### src/rtl/tdm_demux_4ch.sv
// tdm_demux_4ch
//   Receive-side 4-slot TDM demultiplexer. Aligns to a frame_sync marker on
//   slot 0 and distributes each accepted beat to one of four registered
//   channel outputs. It also produces per-channel strobes, a frame-complete
//   pulse, a lock indicator, an alignment-error pulse and a frame counter.
//
// Parameters
//   W       slot / channel data width
//   STRICT  1: a missing frame_sync at slot 0 while locked drops lock
//           0: free-run once locked (the beat is taken as slot 0)
//   CNT_W   width of the completed-frame counter (wraps)
//
// Ports
//   clk         rising-edge clock
//   rst         asynchronous, active-high reset
//   din         slot data beat
//   din_valid   din carries a slot this cycle
//   frame_sync  marks the current valid beat as slot 0
//   a,b,c,d     channel 0..3 data, registered, hold between updates
//   ch_valid    one-hot update strobe, bit i = channel i written
//   frame_done  pulse when slot 3 of an aligned frame is captured
//   locked      high while in the LOCKED state
//   sync_err    pulse on an alignment violation
//   frame_cnt   count of completed frames
module tdm_demux_4ch #(
  parameter int W      = 8,
  parameter bit STRICT = 1'b1,
  parameter int CNT_W  = 16
) (
  input  logic             clk,
  input  logic             rst,
  input  logic [W-1:0]     din,
  input  logic             din_valid,
  input  logic             frame_sync,
  output logic [W-1:0]     a,
  output logic [W-1:0]     b,
  output logic [W-1:0]     c,
  output logic [W-1:0]     d,
  output logic [3:0]       ch_valid,
  output logic             frame_done,
  output logic             locked,
  output logic             sync_err,
  output logic [CNT_W-1:0] frame_cnt
);

  typedef enum logic {HUNT = 1'b0, LOCKED = 1'b1} state_t;

  state_t     state_p0, state_nxt;
  logic [1:0] slot_p0, slot_nxt;
  logic [3:0] wr_sel;
  logic       err_nxt;
  logic       done_nxt;

  // Stage p0: decode the incoming beat against the current alignment state
  always_comb begin
    state_nxt = state_p0;
    slot_nxt  = slot_p0;
    wr_sel    = 4'b0000;
    err_nxt   = 1'b0;
    done_nxt  = 1'b0;
    if (din_valid) begin
      case (state_p0)
        HUNT: begin
          if (frame_sync) begin
            wr_sel    = 4'b0001;
            slot_nxt  = 2'd1;
            state_nxt = LOCKED;
          end
        end
        LOCKED: begin
          if (frame_sync) begin
            // A marker always wins: realign on it, flagging a short frame.
            wr_sel   = 4'b0001;
            slot_nxt = 2'd1;
            err_nxt  = (slot_p0 != 2'd0);
          end else if (slot_p0 == 2'd0) begin
            if (STRICT) begin
              err_nxt   = 1'b1;
              slot_nxt  = 2'd0;
              state_nxt = HUNT;
            end else begin
              wr_sel   = 4'b0001;
              slot_nxt = 2'd1;
            end
          end else begin
            wr_sel   = 4'b0001 << slot_p0;
            slot_nxt = slot_p0 + 2'd1;
            done_nxt = (slot_p0 == 2'd3);
          end
        end
        default: begin
          state_nxt = HUNT;
          slot_nxt  = 2'd0;
        end
      endcase
    end
  end

  // Stage p1: registered control state and outputs
  always_ff @(posedge clk or posedge rst) begin
    if (rst) begin
      state_p0   <= HUNT;
      slot_p0    <= 2'd0;
      a          <= '0;
      b          <= '0;
      c          <= '0;
      d          <= '0;
      ch_valid   <= 4'b0000;
      frame_done <= 1'b0;
      sync_err   <= 1'b0;
      frame_cnt  <= '0;
    end else begin
      state_p0   <= state_nxt;
      slot_p0    <= slot_nxt;
      ch_valid   <= wr_sel;
      frame_done <= done_nxt;
      sync_err   <= err_nxt;
      if (wr_sel[0]) a <= din;
      if (wr_sel[1]) b <= din;
      if (wr_sel[2]) c <= din;
      if (wr_sel[3]) d <= din;
      if (done_nxt) frame_cnt <= frame_cnt + CNT_W'(1);
    end
  end

  assign locked = (state_p0 == LOCKED);

endmodule

### config.mk
export PLATFORM = sky130hd
export DESIGN_NAME = tdm_demux_4ch
export DESIGN_NICKNAME = d
export VERILOG_FILES = /design/src/rtl/tdm_demux_4ch.sv
export SDC_FILE = /design/constraint.sdc
export NUM_CORES = 1
export LEC_CHECK = 0
export CAP_MARGIN = 10
export CORE_UTILIZATION = 35
export CTS_CLUSTER_DIAMETER = 200
export CTS_CLUSTER_SIZE = 24
export DETAILED_ROUTE_END_ITERATION = 8
export PLACE_DENSITY = 0.69
export SETUP_SLACK_MARGIN = 0.5
export SYNTH_ARGS = -nofsm -noshare
export SYNTH_HDL_FRONTEND = slang
export SYNTH_SLANG_ARGS = --single-unit
export TNS_END_PERCENT = 100
### constraint.sdc
create_clock -name clk -period 2.13 [get_ports clk]
set_clock_uncertainty 0.15 [all_clocks]
set_input_delay 0.426 -clock clk [delete_from_list [all_inputs] [get_ports clk]]
set_output_delay 0.426 -clock clk [all_outputs]
set_load 0.02 [all_outputs]
==> impl_results.rst, run 1 <==
.. list-table::
   :header-rows: 1

   * - Metric
     - Value
   * - Multi-input gate area
     - 807 sq um
   * - Clock period minus worst slack
     - 1.61 ns
   * - Type of the most critical hold path
     - register to register
   * - Count of input and output buffers
     - 66
   * - Power density normalized to cell area
     - 1120 nW/um^2
   * - Antenna viol nets, final
     - 0
   * - Die Wd
     - 82.2 um
   * - Mean post-synth cell area
     - 13.8 sq um
   * - Area contributors post-synth
     - sky130_fd_sc_hd__dfrtp_1 62%, sky130_fd_sc_hd__mux2_2 16%, sky130_fd_sc_hd__xnor2_1 5.1%
   * - First-pass iteration count of the detailed router
     - 4
   * - Reg-to-reg critical path startpoint
     - slot_p0[0]
   * - Endpoint with the worst hold slack
     - frame_cnt[15]
   * - Category of the critical setup timing path
     - register to register
   * - Endpoint of the lowest-slack register-to-register path
     - frame_cnt[5]
   * - Clock Sink Count
     - 56
   * - Final hold violation count
     - 0
   * - Measured slew at the worst slew-check pin
     - 0.301 ns
   * - Number of nets in the synthesized netlist
     - 182
   * - Clock buffers created by TritonCTS
     - 5
   * - Smallest setup slack after layout
     - 0.525 ns
   * - Routability cong.
     - 0.743
   * - Static power due to leakage
     - 0.00158 uW
   * - Arr. time, crit path
     - 1.70 ns
   * - Initial antenna violation count
     - 0
   * - Distinct cell type count of the synthesized netlist
     - 23
   * - Count of endpoints failing setup in the final report
     - 0
   * - Count of boundary I/O pins
     - 67
   * - Total via count after detailed routing
     - 1513
   * - Core footprint
     - 6060 sq um
   * - Clock slew seen by the registers of the worst setup and hold paths
     - 0.10 ns
   * - Number of design rule violations left after detail routing
     - 0
   * - First-pass GRT wire length
     - 7.43 mm
   * - Total number of H-tree levels
     - 2
   * - Startpoint kind of the worst setup timing path
     - register
   * - Routed via count divided by cell count
     - 4.64
   * - Full die area
     - 6760 sq um
   * - Cell area after synthesis
     - 2250 sq um
   * - Post-detailed-placement cell area
     - 3060 sq um
   * - Minimum setup slack after placement
     - 0.0202 ns
   * - Critical Path Slowest Stage Cell
     - sky130_fd_sc_hd__dfrtp_1
   * - Number of diodes added for antenna fixing
     - 0
   * - Number of max-capacitance violations reported
     - 0
   * - Routed length per instance
     - 14.3 um
   * - Die extent in y
     - 82.2 um
   * - Post-synth top area share
     - 62.2%
   * - Aggregate negative setup slack
     - 0 ns
   * - Startpoint of the tightest hold check path
     - frame_cnt[15]
   * - Max Root-Sink Buffers
     - 2
   * - GRT Overall Usage
     - 15.1%
   * - Hold path cells
     - 1
   * - Status
     - completed
   * - Share of final-layout standard cells stronger than drive strength 1
     - 33.9%
   * - F_max
     - 623 MHz
   * - RSZ-0062 raised after global routing
     - true
   * - Initial core utilization
     - 37.2%
   * - TritonCTS clock tree
     - built
   * - Commonest non-fill, non-tap cells in the layout
     - 53 x sky130_fd_sc_hd__dfrtp_1, 32 x sky130_fd_sc_hd__mux2_2, 25 x sky130_fd_sc_hd__clkdlybuf4s15_1, 16 x sky130_fd_sc_hd__dlygate4sd2_1, 15 x sky130_fd_sc_hd__buf_4
   * - Number of standard cells after synthesis
     - 163
   * - Area Overhead vs Synth
     - 44.5%
   * - GR Overflow Total
     - 0
   * - Peak VDD IR
     - 0.667 mV
   * - Clock Latency Late Sink
     - 0.31 ns
   * - Required @ worst endpoint
     - 2.22 ns
   * - Crit-path cells
     - ha_2 > nand4b_1 > nor2_1 > buf_4 > and3_1 > xor2_1
   * - Period utilization
     - 75.4%
   * - Yosys Warn Count
     - 0
   * - Relative max-transition margin
     - 79.9%
   * - Final non-filler cell area
     - 3250 sq um
   * - Worst Reg-to-Reg Cells
     - 6
   * - Post-synthesis register bit count
     - 56
   * - Reg-to-reg slack, setup
     - 0.52 ns
   * - Biggest fanout along the worst timing path
     - 5
   * - Total power after layout
     - 3640 uW
   * - Highest cell delay on the worst timing path
     - 0.40 ns
   * - Setup crit end kind
     - register
   * - Clock root buffer
     - sky130_fd_sc_hd__clkbuf_8
   * - Cell taking the most area after synthesis
     - sky130_fd_sc_hd__dfrtp_1
   * - DPL Wire Length
     - 3.23 mm
   * - Number of nets in the final layout
     - 269
   * - Most frequent standard cell in the layout excluding fill and tap cells
     - sky130_fd_sc_hd__dfrtp_1
   * - Final-report max-slew violation count
     - 0
   * - Total routed wirelength
     - 4.66 mm
   * - Drt first-iter violations
     - 46
   * - Fill count
     - 533
   * - Via count of the first global-routing pass
     - 1532
   * - FF/Latch Area
     - 1410 sq um
   * - Pin count of the biggest net entering global routing
     - 57
   * - Share of synthesized area occupied by flip-flops and latches
     - 62.2%
   * - Placement Rows
     - 28
==> sequential cells by signal (all words and copies together), names as in the netlist <==
register   count
a              8
b              8
c              8
ch_valid       4
d              8
frame_cnt     16
locked         1
slot_p0        2
sync_err       1
==> power breakdown <==
| group | total [uW] | internal (uW) | switching (uW) |
|---|---|---|---|
| Clock | 741 | 415 | 326 |
| Sequential | 1550 | 1360 | 184 |
| Combinational | 1350 | 652 | 702 |
| Total | 3640 | 2430 | 1210 |
==> stage by stage <==
step / hold slack (ns) / util, % / cells
after floorplan: 0.356 / - / 163
after global placement: 0.312 / 50.5 / 307
after detailed placement: 0.324 / 50.5 / 307
after CTS: 0.332 / 52.5 / 318
after global routing: 0.363 / 53.7 / 326
final: 0.329 / 53.7 / 326
==> routing by layer <==
metal	share of wire, %	track usage (%)
met3	9.9	5.71
met2	44	22.9
met5	0	0
met1	45	19.5
met4	1.4	5.79
==> worst max-delay path by stage <==
| stage | startpoint | endpoint | slack [ns] |
|---|---|---|---|
| floorplan | slot_p0[0] | d[0] | 0.57 |
| global placement | din_valid | frame_cnt[14] | 0.06 |
| detailed placement | din_valid | frame_cnt[12] | 0.02 |
| CTS | frame_cnt[3] | frame_cnt[3] | 0.42 |
| global route | slot_p0[0] | frame_cnt[5] | 0.44 |
| finish | slot_p0[0] | frame_cnt[5] | 0.52 |
==> layout make-up <==
type,instances,area share [%]
Multi-Input combinational cell,93,24.8
Clock buffer,7,2.96
Timing Repair Buffer,84,24.0
Tap cell,75,2.88
Sequential cell,56,43.2
Inverter,10,1.27
Clock inverter,1,0.923
==> critical path, delay by kind of cell (launching register included) <==
| family | cells | cell delay [ns] |
|---|---|---|
| adders and majority gates | 1 | 0.20 |
| xor gates and xnor gates | 1 | 0.14 |
| and+or+nand+nor | 3 | 0.49 |
| DFF | 1 | 0.40 |
| buffers and inverters | 1 | 0.15 |
==> Yosys cell counts <==
cell / n
sky130_fd_sc_hd__and3b_1: 1
sky130_fd_sc_hd__nand4b_1: 1
sky130_fd_sc_hd__mux2_2: 32
sky130_fd_sc_hd__and3_1: 2
sky130_fd_sc_hd__o21ai_0: 1
sky130_fd_sc_hd__a21oi_1: 1
sky130_fd_sc_hd__xor2_1: 2
sky130_fd_sc_hd__nand4_1: 6
sky130_fd_sc_hd__and2_1: 1
sky130_fd_sc_hd__ha_1: 7
sky130_fd_sc_hd__xnor2_1: 13
sky130_fd_sc_hd__nor2_1: 6
sky130_fd_sc_hd__buf_2: 1
sky130_fd_sc_hd__or2_2: 1
sky130_fd_sc_hd__buf_4: 3
sky130_fd_sc_hd__dfrtp_1: 56
sky130_fd_sc_hd__nand2_1: 9
sky130_fd_sc_hd__and4_1: 1
sky130_fd_sc_hd__nand3_1: 5
sky130_fd_sc_hd__a31oi_1: 1
sky130_fd_sc_hd__inv_1: 10
sky130_fd_sc_hd__nand2_2: 2
sky130_fd_sc_hd__o21a_1: 1
==> cells by family (layout without fill, tap and decap cells) <==
| logic type | count (synthesis) | in the layout | share of synthesized area (%) |
|---|---|---|---|
| AOI/OAI and AO/OA | 4 | 4 | 1.06 |
| xor gates and xnor gates | 15 | 15 | 5.83 |
| adders and majority gates | 7 | 7 | 3.89 |
| buffers and inverters | 14 | 102 | 2.89 |
| DFF | 56 | 56 | 62.2 |
| muxes | 32 | 32 | 16.0 |
| and+or+nand+nor | 35 | 35 | 8.11 |
==> what timing repair did <==
action	4_1_cts	5_1_grt
pin swaps	2	6
resized for setup	87	39
hold buffers	0	0
gates cloned	0	0
setup endpoints to repair	86	70
endpoints found under the hold margin	0	0
buffers inserted	3	8
Power figures use the tool's default switching activity.
==> run 2: changes to the inputs <==
==> constraint.sdc (replaced) <==
create_clock -name clk -period 1.6 [get_ports clk]
set_clock_uncertainty 0.15 [all_clocks]
set_input_delay 0.32 -clock clk [delete_from_list [all_inputs] [get_ports clk]]
set_output_delay 0.32 -clock clk [all_outputs]
set_load 0.02 [all_outputs]
==> run 2 against run 1 <==
- register-to-register slack got worse by 0.50 ns
- combinational power increased by 110%
- sequential share of layout area decreased by 7.6 points
- worst hold slack got worse by 0.16 ns
- worst setup slack worse by 0.50 ns
- non-clock buffer count grew 33
- utilization grew 12 points
- wire length rose by 22%
- sequential cell count unchanged
- die area did not move
- total power increased by 61%
- final cell count rose by 11%
==> impl_results.rst, run 2 (synthesized netlist as in run 1, its figures left out) <==
.. list-table::
   :header-rows: 1

   * - Metric
     - Value
   * - Measured slew at the worst slew-check pin
     - 0.302 ns
   * - RSZ-0062 raised after global routing
     - true
   * - Period utilization
     - 98.5%
   * - Sw Ratio
     - 33.3%
   * - Busiest metal layer after global routing
     - met2
   * - First-pass GRT wire length
     - 8.06 mm
   * - Arr. time, crit path
     - 1.63 ns
   * - Largest register FFs
     - 16
   * - Total number of H-tree levels
     - 2
   * - GR Overflow Total
     - 0
   * - Startpoint kind of the worst setup timing path
     - register
   * - F_max
     - 635 MHz
   * - Status
     - completed
   * - Share of final-layout standard cells stronger than drive strength 1
     - 65.7%
   * - Drt first-iter violations
     - 53
   * - Count of endpoints failing setup in the final report
     - 0
   * - Sw power
     - 1950 uW
   * - Number of max-capacitance violations reported
     - 0
   * - Number of diodes added for antenna fixing
     - 0
   * - Clock buffers created by TritonCTS
     - 5
   * - Category of the critical setup timing path
     - register to register
   * - Total of hold buffers inserted after clock tree synthesis
     - 0
   * - Full die area
     - 6760 sq um
   * - Type of the most critical hold path
     - input pin to register
   * - Static power due to leakage
     - 0.00197 uW
   * - Clock slew seen by the registers of the worst setup and hold paths
     - 0.10 ns
   * - Area Overhead vs Synth
     - 75.8%
   * - Max Root-Sink Buffers
     - 2
   * - Most frequent standard cell in the layout excluding fill and tap cells
     - sky130_fd_sc_hd__buf_6
   * - TritonCTS clock tree
     - built
   * - Internal power of the cells
     - 3920 uW
   * - Gate power share
     - 47.4%
   * - Peak VDD IR
     - 0.942 mV
   * - Routability cong.
     - 0.735
   * - Met2 Usage GRT
     - 26.8%
   * - Initial antenna violation count
     - 0
   * - Register share of total power
     - 36.7%
   * - Die Wd
     - 82.2 um
   * - Pin count of the biggest net entering global routing
     - 57
   * - Number of nets in the final layout
     - 304
   * - Layout Cells excl Fill
     - 361
   * - Clock Sink Count
     - 56
   * - Number of instances in the placed design
     - 314
   * - Initial core utilization
     - 37.2%
   * - Routed via count divided by cell count
     - 4.64
   * - Total routed wirelength
     - 5.68 mm
   * - Global-route met1 utilization
     - 21.4%
   * - Relative contribution of the clock network to total power
     - 15.9%
   * - Met3 track demand over resource in global routing
     - 4.51%
   * - Routed length per instance
     - 15.7 um
   * - DPL Wire Length
     - 3.18 mm
   * - Clock root buffer
     - sky130_fd_sc_hd__clkbuf_8
   * - Antenna viol nets, final
     - 0
   * - Total power after layout
     - 5870 uW
   * - Final hold violation count
     - 0
   * - Required @ worst endpoint
     - 1.65 ns
   * - Commonest non-fill, non-tap cells in the layout
     - 65 x sky130_fd_sc_hd__buf_6, 50 x sky130_fd_sc_hd__dfrtp_1, 37 x sky130_fd_sc_hd__buf_4, 22 x sky130_fd_sc_hd__mux2_4, 10 x sky130_fd_sc_hd__mux2_2
   * - Placement Rows
     - 28
   * - Aggregate negative setup slack
     - 0 ns
   * - First-pass iteration count of the detailed router
     - 4
   * - Final-report max-slew violation count
     - 0
   * - Biggest fanout along the worst timing path
     - 6
   * - Core footprint
     - 6060 sq um
   * - Fill count
     - 458
   * - Relative max-transition margin
     - 79.9%
   * - Setup crit end kind
     - register
   * - Die extent in y
     - 82.2 um
   * - Clock Latency Late Sink
     - 0.30 ns
   * - Total via count after detailed routing
     - 1674
   * - Number of design rule violations left after detail routing
     - 0
   * - Register containing the most flip-flops in the final layout
     - frame_cnt
   * - Power density normalized to cell area
     - 1480 nW/um^2
   * - GRT Overall Usage
     - 16.5%
   * - Clock period minus worst slack
     - 1.58 ns
   * - Count of input and output buffers
     - 66
   * - Via count of the first global-routing pass
     - 1588
   * - Count of boundary I/O pins
     - 67
==> run 2: changes by cell type in the layout (fill, tap and decap cells not counted), moves of 9 or more <==
cell	delta
sky130_fd_sc_hd__clkdlybuf4s15_2	-9
sky130_fd_sc_hd__mux2_2	-22
sky130_fd_sc_hd__dlygate4sd2_1	-16
sky130_fd_sc_hd__buf_6	+64
sky130_fd_sc_hd__mux2_4	+22
sky130_fd_sc_hd__clkdlybuf4s15_1	-24
sky130_fd_sc_hd__buf_4	+22
==> run 2: cell type report <==
type	instances	area, sq um	area share, %
clock inverters	3	47.5	1.20
well taps	75	93.8	2.37
inverters	10	51.3	1.30
repair buffers	117	1200	30.2
flip-flops and latches	56	1410	35.6
clock buffers	5	68.8	1.74
multi-input cells	95	1090	27.6
==> run 2: through the flow <==
step                      worst slack (ns)  area, sq um  hold WS [ns]  util [%]
after CTS                           0.0531         3670         0.280      60.5
after floorplan                     0.0452         2350         0.250         -
after global routing               -0.0563         3960         0.170      65.3
after global placement              -0.440         3190         0.313      52.7
after detailed placement            -0.452         3190         0.315      52.7
final                               0.0246         3960         0.167      65.3
==> run 2: metal layers <==
| layer | vias to the layer above | share of wire (%) |
|---|---|---|
| li1 | 791 | - |
| met1 | 823 | 43 |
| met2 | 53 | 50 |
| met3 | 7 | 5.7 |
| met4 | 0 | 1.1 |
| met5 | - | 0 |
==> run 2: timing repair <==
action                                  4_1_cts  5_1_grt
resized for setup                           353       48
buffers inserted                             21       14
endpoints found under the setup margin      111      108
pin swaps                                    22       13
cloned                                        3        1
==> run 2: final timing paths <==
path,start,to,slack (ns),cells past startpoint
max,locked,frame_cnt[6],0.02,5
min,din_valid,locked,0.17,3
max reg2reg,locked,frame_cnt[6],0.02,5
min reg2reg,a[3],a[3],0.39,1
max in group asynchronous,rst,frame_cnt[0],0.76,3
min in group asynchronous,rst,a[3],0.27,3
==> run 2: worst max-delay path, cell delays in order, from the launching register on <==
cell,delay (ns)
sky130_fd_sc_hd__dfrtp_2,0.39
sky130_fd_sc_hd__and3b_2,0.29
sky130_fd_sc_hd__buf_6,0.12
sky130_fd_sc_hd__and4_4,0.25
sky130_fd_sc_hd__nand4_1,0.13
sky130_fd_sc_hd__xnor2_1,0.15
==> run 2: power by group through the flow <==
| stage | Combinational (uW) | Clock, uW | Sequential (uW) |
|---|---|---|---|
| final | 2780 | 936 | 2150 |
| after global routing | 2950 | 1030 | 2200 |
| after detailed placement | 2100 | 0 | 2090 |
| after floorplan | 597 | 0 | 2540 |
| after CTS | 2380 | 977 | 2130 |
| after global placement | 2070 | 0 | 2080 |
==> run 3: changes to the inputs <==
--- a/config.mk
+++ b/config.mk
@@ -11,6 +11,7 @@
 export CTS_CLUSTER_SIZE = 24
 export DETAILED_ROUTE_END_ITERATION = 8
 export PLACE_DENSITY = 0.69
+export REMOVE_ABC_BUFFERS = 1
 export SETUP_SLACK_MARGIN = 0.5
 export SYNTH_ARGS = -nofsm -noshare
 export SYNTH_HDL_FRONTEND = slang
==> run 3 against run 2 <==
- wire length fell by 5.5%
- worst setup slack improved by 0.0021 ns
- critical endpoint unchanged
- sequential power barely moved
- global-route usage decreased by 0.66 points
- total power is 8.6% lower
- cell area is 4.5% lower
- combinational power shrank 10%
- clock power shrank 20%
- critical path depth did not move
- register-to-register slack about the same
==> impl_results.rst, run 3 (synthesized netlist as in run 1, its figures left out) <==
.. list-table::
   :header-rows: 1

   * - Metric
     - Value
   * - Final-report max-slew violation count
     - 0
   * - F_max
     - 636 MHz
   * - Final non-filler cell area
     - 3780 sq um
   * - Share of final-layout standard cells stronger than drive strength 1
     - 60.9%
   * - Final hold violation count
     - 0
   * - Routed via count divided by cell count
     - 4.69
   * - Total routed wirelength
     - 5.37 mm
   * - Clock root buffer
     - sky130_fd_sc_hd__clkbuf_8
   * - Routed length per instance
     - 15.2 um
   * - Power density normalized to cell area
     - 1420 nW/um^2
   * - Fill count
     - 482
   * - Combined buffer and inverter count along the critical path
     - 1
   * - Static power due to leakage
     - 0.00191 uW
   * - FF/Latch Area
     - 1400 sq um
   * - Pin count of the biggest net entering global routing
     - 35
   * - Full die area
     - 6760 sq um
   * - Clock Sink Count
     - 56
   * - Largest register FFs
     - 16
   * - Routed length on met3
     - 415 um
   * - Count of input and output buffers
     - 66
   * - Wl on met1
     - 2.29 mm
   * - Die Wd
     - 82.2 um
   * - Setup crit end kind
     - register
   * - Antenna viol nets, final
     - 0
   * - Crit-path cells
     - buf_6 > and3b_4 > and4_4 > nand4_1 > xnor2_1
   * - Status
     - completed
   * - RSZ-0062 raised after global routing
     - true
   * - Number of design rule violations left after detail routing
     - 0
   * - Highest metal used
     - met4
   * - End of the critical path
     - frame_cnt[6]
   * - Max Root-Sink Buffers
     - 2
   * - Reg-to-reg slack, setup
     - 0.03 ns
   * - Total of hold buffers inserted after clock tree synthesis
     - 0
   * - Wire length on met2
     - 2.65 mm
   * - Commonest non-fill, non-tap cells in the layout
     - 62 x sky130_fd_sc_hd__buf_6, 55 x sky130_fd_sc_hd__dfrtp_1, 33 x sky130_fd_sc_hd__buf_4, 18 x sky130_fd_sc_hd__mux2_2, 14 x sky130_fd_sc_hd__mux2_4
   * - Required @ worst endpoint
     - 1.64 ns
   * - Number of nets in the final layout
     - 298
   * - Clock buffers created by TritonCTS
     - 5
   * - GRT Overall Usage
     - 15.8%
   * - Most frequent standard cell in the layout excluding fill and tap cells
     - sky130_fd_sc_hd__buf_6
   * - Startpoint kind of the worst setup timing path
     - register
   * - Die extent in y
     - 82.2 um
   * - TritonCTS clock tree
     - built
   * - Critical Path Slowest Stage Cell
     - sky130_fd_sc_hd__dfrtp_1
   * - Routability cong.
     - 0.727
   * - Post-detailed-placement cell area
     - 3150 sq um
   * - Number of stages on the worst setup path
     - 5
   * - Peak VDD IR
     - 0.979 mV
   * - Clock period minus worst slack
     - 1.57 ns
   * - DPL Wire Length
     - 3.33 mm
   * - GR Overflow Total
     - 0
   * - Relative max-transition margin
     - 81.4%
   * - Biggest fanout along the worst timing path
     - 6
   * - Worst Reg-to-Reg Cells
     - 5
   * - Period utilization
     - 98.3%
   * - Multi-input gate area
     - 1010 sq um
   * - Initial antenna violation count
     - 0
   * - Via count of the first global-routing pass
     - 1664
   * - Total number of H-tree levels
     - 2
   * - First-pass iteration count of the detailed router
     - 4
   * - Minimum setup slack after placement
     - -0.487 ns
   * - Layout Cells excl Fill
     - 354
   * - Smallest setup slack after layout
     - 0.0267 ns
   * - Number of diodes added for antenna fixing
     - 0
   * - Clock slew seen by the registers of the worst setup and hold paths
     - 0.10 ns
   * - Endpoint of the lowest-slack register-to-register path
     - frame_cnt[6]
   * - Drt first-iter violations
     - 66
   * - Initial core utilization
     - 37.2%
   * - Core footprint
     - 6060 sq um
   * - Count of endpoints failing setup in the final report
     - 0
   * - Number of instances in the placed design
     - 320
   * - Register containing the most flip-flops in the final layout
     - frame_cnt
   * - Clock Latency Late Sink
     - 0.30 ns
   * - Type of the most critical hold path
     - input pin to async pin
   * - First-pass GRT wire length
     - 8.00 mm
   * - Arr. time, crit path
     - 1.62 ns
   * - Count of boundary I/O pins
     - 67
   * - Total via count after detailed routing
     - 1660
   * - Placement Rows
     - 28
   * - Cell family with most CP delay
     - simple AND/OR/NAND/NOR gates
   * - Reg-to-reg critical path startpoint
     - locked
   * - Critical path startpoint
     - locked
   * - Measured slew at the worst slew-check pin
     - 0.278 ns
   * - Area Overhead vs Synth
     - 67.9%
   * - Number of max-capacitance violations reported
     - 0
   * - Highest cell delay on the worst timing path
     - 0.38 ns
   * - Category of the critical setup timing path
     - register to register
## run 3: tightest hold or removal path, cell delays in order
cell	delay, ns
sky130_fd_sc_hd__clkdlybuf4s50_1	0.42
sky130_fd_sc_hd__inv_2	0.08
sky130_fd_sc_hd__buf_12	0.20
## run 3: worst min-delay path by stage
stage | end | cells past startpoint | from
global placement | frame_cnt[15] | 1 | frame_cnt[15]
global route | locked | 3 | din_valid
CTS | locked | 3 | din_valid
floorplan | locked | 1 | din_valid
detailed placement | frame_cnt[15] | 1 | frame_cnt[15]
finish | ch_valid[2] | 3 | rst
## run 3: power breakdown
| part | switching [uW] | total, uW | internal [uW] |
|---|---|---|---|
| clock | 447 | 745 | 298 |
| combinational | 1080 | 2490 | 1410 |
| sequential | 315 | 2130 | 1820 |
## run 3: what timing repair did
item	CTS	global route
endpoints found under the setup margin	111	102
resized for setup	355	43
pin swaps	18	12
gates cloned	1	2
setup buffers	15	9
## run 3: area by class of cell
class | instances | area share [%]
Sequential cell | 56 | 37.1
Timing Repair Buffer | 111 | 30.5
Multi-Input combinational cell | 95 | 26.7
Tap cell | 75 | 2.48
Clock buffer | 5 | 1.82
Inverter | 10 | 1.06
Clock inverter | 2 | 0.331
## run 3: metal layers
layer	up-vias	GRT usage, %
met1	824	19.8
met4	0	2.11
li1	783	-
met3	2	6.59
met2	51	26.3
met5	-	0
## run 3: stage by stage
step	TNS [ns]	total power (uW)	hold slack [ns]	utilization (%)
6_report	0	5370	0.208	62.4
5_1_grt	-0.151	5640	0.222	62.4
4_1_cts	0	5040	0.197	58.1
3_5_place_dp	-16.30	4070	0.320	52.0
3_3_place_gp	-15.08	4050	0.309	52.0
2_1_floorplan	-15.38	3020	0.276	-
